--- src/rtl/timer_bcd_converter.sv ---
// Sequential binary-to-BCD converter (shift-and-add-3) with leading-zero blank mask.
// One value per valid/ready handshake; the result holds until the next conversion completes.
module timer_bcd_converter #(
   parameter int BIN_W  = 8,
   parameter int DIGITS = 3,
   parameter int LZB_EN = 1
) (
   input  logic                  clk,
   input  logic                  reset,
   input  logic                  in_valid,
   output logic                  in_ready,
   input  logic [BIN_W-1:0]      bin_in,
   output logic                  out_valid,
   output logic [4*DIGITS-1:0]   bcd_out,
   output logic [DIGITS-1:0]     blank_mask
);

   localparam int CNT_W = $clog2(BIN_W + 1);
   localparam int BCD_W = 4 * DIGITS;
   localparam logic [DIGITS-1:0] ONE_HOT0 = DIGITS'(1);
   localparam logic [DIGITS-1:0] RST_MASK = (LZB_EN != 0) ? ~ONE_HOT0 : '0;

   function automatic bit digits_fit(input int d, input int w);
      longint unsigned p10 = 1;
      for (int i = 0; i < d; i++) p10 = p10 * 10;
      return p10 > (64'd1 << w);
   endfunction

   localparam bit DIGITS_OK = digits_fit(DIGITS, BIN_W);

   generate
      if (!DIGITS_OK) begin : g_param_check
         $error("timer_bcd_converter: 10**DIGITS must exceed 2**BIN_W");
      end
   endgenerate

   typedef enum logic {IDLE, SHIFT} state_t;

   state_t              r_state;
   state_t              w_state_nxt;
   logic [BIN_W-1:0]    r_bin;
   logic [BCD_W-1:0]    r_scratch;
   logic [CNT_W-1:0]    r_cnt;
   logic [BCD_W-1:0]    r_bcd;
   logic [DIGITS-1:0]   r_mask;
   logic                r_out_valid;

   logic                w_accept;
   logic                w_last;
   logic [BCD_W-1:0]    w_adj;
   logic [BCD_W-1:0]    w_scratch_nxt;
   logic [DIGITS-1:0]   w_mask_nxt;
   logic                w_zero_above;

   assign w_accept = (r_state == IDLE) && in_valid;
   assign w_last   = (r_state == SHIFT) && (r_cnt == CNT_W'(1));

   // NOTE: every signal written in always_comb gets a default first, so no path can infer a latch.
   always_comb begin
      w_state_nxt = r_state;
      case (r_state)
         IDLE:    if (in_valid) w_state_nxt = SHIFT;
         SHIFT:   if (r_cnt == CNT_W'(1)) w_state_nxt = IDLE;
         default: w_state_nxt = IDLE;
      endcase
   end

   // Nibbles are adjusted independently (no inter-nibble carry); the shift drops the scratch MSB.
   always_comb begin
      w_adj = '0;
      for (int i = 0; i < DIGITS; i++) begin
         w_adj[4*i +: 4] = (r_scratch[4*i +: 4] >= 4'd5) ? r_scratch[4*i +: 4] + 4'd3
                                                          : r_scratch[4*i +: 4];
      end
      w_scratch_nxt = (w_adj << 1) | BCD_W'(r_bin[BIN_W-1]);
   end

   always_comb begin
      w_mask_nxt   = '0;
      w_zero_above = 1'b1;
      for (int i = DIGITS - 1; i >= 1; i--) begin
         w_zero_above  = w_zero_above && (w_scratch_nxt[4*i +: 4] == 4'd0);
         w_mask_nxt[i] = w_zero_above && (LZB_EN != 0);
      end
   end

   // NOTE: sequential state uses non-blocking assignments so every register samples pre-edge values.
   always_ff @(posedge clk) begin
      if (reset) r_state <= IDLE;
      else       r_state <= w_state_nxt;
   end

   always_ff @(posedge clk) begin
      if (reset) begin
         r_bin       <= '0;
         r_scratch   <= '0;
         r_cnt       <= '0;
         r_bcd       <= '0;
         r_mask      <= RST_MASK;
         r_out_valid <= 1'b0;
      end else begin
         r_out_valid <= w_last;
         if (w_accept) begin
            r_bin     <= bin_in;
            r_scratch <= '0;
            r_cnt     <= CNT_W'(BIN_W);
         end else if (r_state == SHIFT) begin
            r_bin     <= r_bin << 1;
            r_scratch <= w_scratch_nxt;
            r_cnt     <= r_cnt - CNT_W'(1);
            if (w_last) begin
               r_bcd  <= w_scratch_nxt;
               r_mask <= w_mask_nxt;
            end
         end
      end
   end

   assign in_ready   = (r_state == IDLE);
   assign out_valid  = r_out_valid;
   assign bcd_out    = r_bcd;
   assign blank_mask = r_mask;

endmodule

--- config.mk ---
export PLATFORM = sky130hd
export DESIGN_NAME = timer_bcd_converter
export DESIGN_NICKNAME = d
export VERILOG_FILES = /design/src/rtl/timer_bcd_converter.sv
export SDC_FILE = /design/constraint.sdc
export NUM_CORES = 1
export LEC_CHECK = 0
export ABC_AREA = 1
export CAP_MARGIN = 5
export CELL_PAD_IN_SITES_DETAIL_PLACEMENT = 1
export CELL_PAD_IN_SITES_GLOBAL_PLACEMENT = 1
export CORE_MARGIN = 5
export CORE_UTILIZATION = 45
export DETAILED_ROUTE_END_ITERATION = 10
export DONT_BUFFER_PORTS = 1
export GPL_TIMING_DRIVEN = 0
export HOLD_SLACK_MARGIN = 0.02
export PLACE_DENSITY_LB_ADDON = 0.1
export SLEW_MARGIN = 10
export SYNTH_ARGS = -nofsm -noshare
export SYNTH_HDL_FRONTEND = slang
export SYNTH_SLANG_ARGS = --single-unit
--- constraint.sdc ---
create_clock -name clk -period 1.6 [get_ports clk]
set_clock_uncertainty 0.15 [all_clocks]
set_input_delay 0.32 -clock clk [delete_from_list [all_inputs] [get_ports clk]]
set_output_delay 0.32 -clock clk [all_outputs]
set_load 0.01 [all_outputs]
After elaboration in Yosys (flattened, before gate mapping)
Index checks and enable logic that the tools add are counted.
{ "totals": {"ff_bits": 40, "out_inout_bits": 17, "input_bits": 11} }
{ "op_classes": {"n_eq_ne": 1, "n_addsub": 4, "n_reduce_logical": 8, "mux": 10, "n_bitwise": 3, "magnitude_cmp": 3} }
{ "op_table": {"columns": ["operator", "n"], "rows": [
  ["4-bit two-way mux", 4],
  ["8-bit two-way mux", 2],
  ["4-bit by 3-bit >= comparator with 1-bit output (second input constant)", 3],
  ["12-bit by 1-bit bitwise OR with 12-bit output", 1],
  ["4-bit by 2-bit adder with 4-bit output (second input constant)", 2],
  ["4-bit logical NOT", 2],
  ["4-bit by 1-bit equality test with 1-bit output (second input constant)", 1],
  ["4-bit by 1-bit subtractor with 4-bit output (second input constant)", 1],
  ["3-bit by 2-bit adder with 3-bit output (second input constant)", 1],
  ["1-bit logical AND", 3],
  ["3-bit two-way mux", 1],
  ["3-bit AND reduction", 1],
  ["1-bit two-way mux", 2],
  ["1-bit inverter", 2],
  ["1-bit case mux with 2 select lines", 1],
  ["2-bit nonzero test", 1],
  ["2-bit OR reduction", 1]
]} }

Depth between registers and ports, before layout
{ "logic_depth": {"ltp_word": 5, "mapped_depth": 11} }

Least setup slack after synthesis
OpenSTA, ideal clock, no wires.
{ "synth_timing": {"kind": "flip-flop to flip-flop", "startpoint": "register r_scratch[0]", "endpoint": "register r_scratch[2]", "t_arrival_ns": 1.141, "setup_time_ns": 0.116, "setup_slack_ns": 0.193, "stages_incl_launch_ff": 11, "required_ns": 1.334, "path_buffers": 0, "cell_sequence": "dfxtp_1 > inv_1 > ha_1 > inv_1 > nand2_1 > nand3_1 > nand2_1 > o21ai_0 > nand2_1 > o211ai_1 > inv_1"} }
{ "synth_via": {"elab_chain_len": 3, "word_cells_on_any_way": 4} }
{ "synth_rtl": {"columns": ["item", "line_no", "source"], "rows": [
  ["start, declared", "42", "logic [BCD_W-1:0] r_scratch;"],
  ["start signal, assigned", "109", "r_scratch <= w_scratch_nxt;"],
  ["4-bit by 2-bit adder with 4-bit output or 4-bit by 3-bit >= comparator with 1-bit output (tied branches)", "72", "w_adj[4*i +: 4] = (r_scratch[4*i +: 4] >= 4'd5) ? r_scratch[4*i +: 4] + 4'd3"],
  ["4-bit two-way mux *", "72", null],
  ["12-bit by 1-bit bitwise OR with 12-bit output *", "75", "w_scratch_nxt = (w_adj << 1) | BCD_W'(r_bin[BIN_W-1]);"]
]} }
Mark *: on every way between the ends. The rest lies on a longest branch, timed or not.
A chain may end at the register's enable or synchronous reset.

Worst setup path after layout
{ "layout_timing": {"startpoint": "register r_state", "endpoint": "output in_ready"} }
{ "layout_via": {"elab_chain_len": 1} }
{ "layout_rtl": {"columns": ["item", "line_no", "source"], "rows": [
  ["start, declared", "39", "state_t r_state;"],
  ["start signal, assigned", "90", "else r_state <= w_state_nxt;"],
  ["1-bit inverter", "119", "assign in_ready = (r_state == IDLE);"],
  ["end, declared", "11", "output logic in_ready,"]
]} }
Every way passes these cells.

==> metrics.md <==
| Metric | Value |
|---|---|
| Worst reg2reg path startpoint | `r_scratch[4]` |
| Remaining DRCs | `0` |
| Outcome | `finished clean` |
| Critical path fanouts, max | `10` |
| Final setup TNS | `0 ns` |
| Critical path type | `reg -> out` |
| Synth Instances | `between 200 and 300` |
| Dpl cells | `308` |
| N_diodes | `0` |
| Final core utilization | `between 50% and 60%` |
| Hold crit path type | `in -> reg` |
| 1st-pass router iterations | `4` |
| Multi-input combinational cell area | `913 µm²` |
| Unrepaired setup endpoints after global routing | `yes` |
| Flip-flop and latch area | `around 810 µm²` |
| Tot Pwr | `about 2.1 mW` |
| Buffer depth of the longest clock path | `2` |
| GRT Overall Usage | `17.9%` |
| Yosys reg bits | `40` |
| RR Endpoint | `blank_mask[1]` |
| Final WS setup | `0.0597 ns` |
| Register area share after synthesis | `42.2%` |
| CTS clock-pin slew for the worst setup and hold paths | `0.07 ns` |
| Setup crit start | `r_state` |
| Worst setup SP type | `register` |
| Area Overhead vs Synth | `12.8%` |
| # port buffers | `0` |
| Max Cap Violations | `0` |
| Reg-to-reg slack, setup | `0.08 ns` |
| Post-route cell area | `~2100 µm²` |
| # fillers | `~530` |
| Vias per inst | `5.21` |
| TritonCTS Sinks | `40` |
| Antenna violation net count after detailed routing | `0` |
| Unique masters post-synth | `28` |
| IO Count | `28` |
| Fmax | `649 MHz` |
| Initial drt markers | `slightly above 90` |
| Share of post-route cells with drive strength above 1 | `20.0%` |
| First-pass GRT wire length | `7560 µm` |
| Die Width | `74.9 µm` |
| CP endpoint | `in_ready` |
| Hold slack | `0.0341 ns` |
| Crit. End Element | `primary output` |
| IR drop worst, VDD | `0.493 mV` |
| Hold Vio Cnt, Final | `0` |
| Cell area after synthesis | `1900 µm²` |
| Data arrival, critical path | `1.07 ns` |
| Post-synth EDFFs | `0` |
| Overflow after GRT | `0` |
| Pleak | `1.04 nW` |
| Initial Util | `between 40% and 50%` |
| Root buffer cell | `clkbuf_8` |
| Final setup fails | `0` |
| Min-Delay Startpoint | `bin_in[0]` |
| PwrDens | `970 nW/µm²` |
| Syn. warnings | `0` |
| Row Count | `23` |
| Main synth FF type | `dfxtp_1` |
| Vias | `approximately 1700` |
| Clock latency on the worst-skew pair | `0.29 ns` |
| Reg2reg path depth | `9` |
| Async S/R FF share, synth | `0%` |
| Post-DP Area | `approximately 2000 µm²` |
| Nets | `288` |
| Gpl congestion | `0.880` |
| Period utilization | `96.3%` |
| Die area | `5610 µm²` |
| Vias in the first global route | `about 1600` |
| Slew Viols, Final | `0` |
| CTS tree | `yes` |
| Htree depth | `2` |
| Inserted Clock Buffers | `5` |
| Die span in y | `74.9 µm` |
| Largest net degree at the start of global routing | `13` |
| Post-Layout Cell Count | `320` |
| Synth Net Count | `277` |
| Initial antenna violation count | `0` |
| Mapped Avg Cell Area | `7.35 µm²` |
| Post-route minimum period | `1.54 ns` |
| Worst Path Required | `1.13 ns` |
| Post-Place Setup Slack | `-0.0831 ns` |
| Average wire per standard cell | `14.9 µm` |
| Core Region | `about 4000 µm²` |
| Hpwl dp | `3380 µm` |
| Total routed wirelength | `4780 µm` |
==> sequential cells by signal, indices dropped and copies added (netlist names) <==
| register | count |
|---|---|
| r_scratch | 12 |
| out_valid | 1 |
| r_cnt | 4 |
| blank_mask | 2 |
| r_state | 1 |
| bcd_out | 12 |
| r_bin | 8 |
==> kinds of logic after synthesis <==
group | count (synthesis) | synth area share (%)
buffers and inverters | 54 | 12.0
AO/OA/AOI/OAI | 47 | 14.1
AND/OR/NAND/NOR | 107 | 25.7
XOR/XNOR | 1 | 0.462
other | 1 | 0.198
adder cells (fa/ha/maj) | 8 | 5.28
flip-flops | 40 | 42.2
==> worst max-delay path, cell delays in order (launching register included) <==
cell and delay (ns):
dfxtp_1 0.31, buf_6 0.14, inv_2 0.11, buf_4 0.22
==> cells in the mapped netlist (3+ instances only) <==
master / instances / area (µm²)
a21oi_1: 13 / 65.1
inv_2: 5 / 18.8
buf_2: 5 / 25.0
nand2_1: 69 / 259
dfxtp_1: 40 / 801
nand4_1: 5 / 31.3
nor2_1: 6 / 22.5
o21ai_1: 11 / 55.1
o221ai_1: 3 / 26.3
inv_1: 40 / 150
ha_1: 8 / 100
nand3_1: 18 / 90.1
o21ai_0: 11 / 55.1
o211ai_1: 7 / 52.6
==> where the power goes <==
group          switching, mW  leakage (nW)  internal (mW)
clock network          0.349        0.0510          0.344
logic                  0.199         0.657          0.110
registers             0.0324         0.328           1.04
total                  0.581          1.04           1.49
==> per-layer routing <==
layer	up-vias	share of wire, %	track usage [%]
met1	789	46	21.8
met3	7	3.4	3.74
met5	-	0	0
li1	847	-	-
met2	24	50	30.9
met4	0	1.5	6.52
==> placed cells by master, fill, tap and decap left out, types with 2 or more instances in the layout <==
cell type  Yosys  routed
nand2_4        2       3
nand4_1        5       5
o21ai_0       11      10
dfxtp_1       40      35
nor2_1         6       5
clkinv_2       0       2
o211ai_1       7       7
a21oi_1       13      13
inv_2          5       8
nand3_2        2       3
o221ai_1       3       3
buf_6          2       2
buf_2          5       4
o21ai_1       11      11
clkbuf_8       0       6
dfxtp_2        0       5
inv_1         40      37
nand3_1       18      17
nand2_2        0      10
buf_4          1       5
nor2_2         1       2
ha_1           8       7
nand2_1       69      58
==> area by class of cell <==
type / instances / share of cell area, %
plain buffers: 9 / 2.87
clock buffers: 6 / 3.86
clock inverters: 2 / 0.468
inverters: 45 / 7.90
multi-input cells: 164 / 42.7
flip-flops and latches: 40 / 37.7
well taps: 50 / 2.93
repair buffers: 4 / 1.52
==> what timing repair did <==
| action | in CTS | in global routing |
|---|---|---|
| setup buffers | 0 | 3 |
| pin swaps | 0 | 5 |
| hold buffers | 1 | 0 |
| endpoints found under the setup margin | 6 | 8 |
| gates resized for setup | 8 | 18 |
| hold endpoints to repair | 4 | 0 |
==> worst min path at each step <==
stage,slack [ns],cells past startpoint,end
4_1_cts,0.03,2,r_bin[0]
3_3_place_gp,0.24,1,r_bin[0]
6_report,0.03,2,r_bin[0]
3_5_place_dp,0.24,1,r_bin[0]
5_1_grt,0.04,2,r_bin[0]
2_1_floorplan,0.24,1,r_bin[0]
Note: power is estimated with default switching activity, not from simulation.
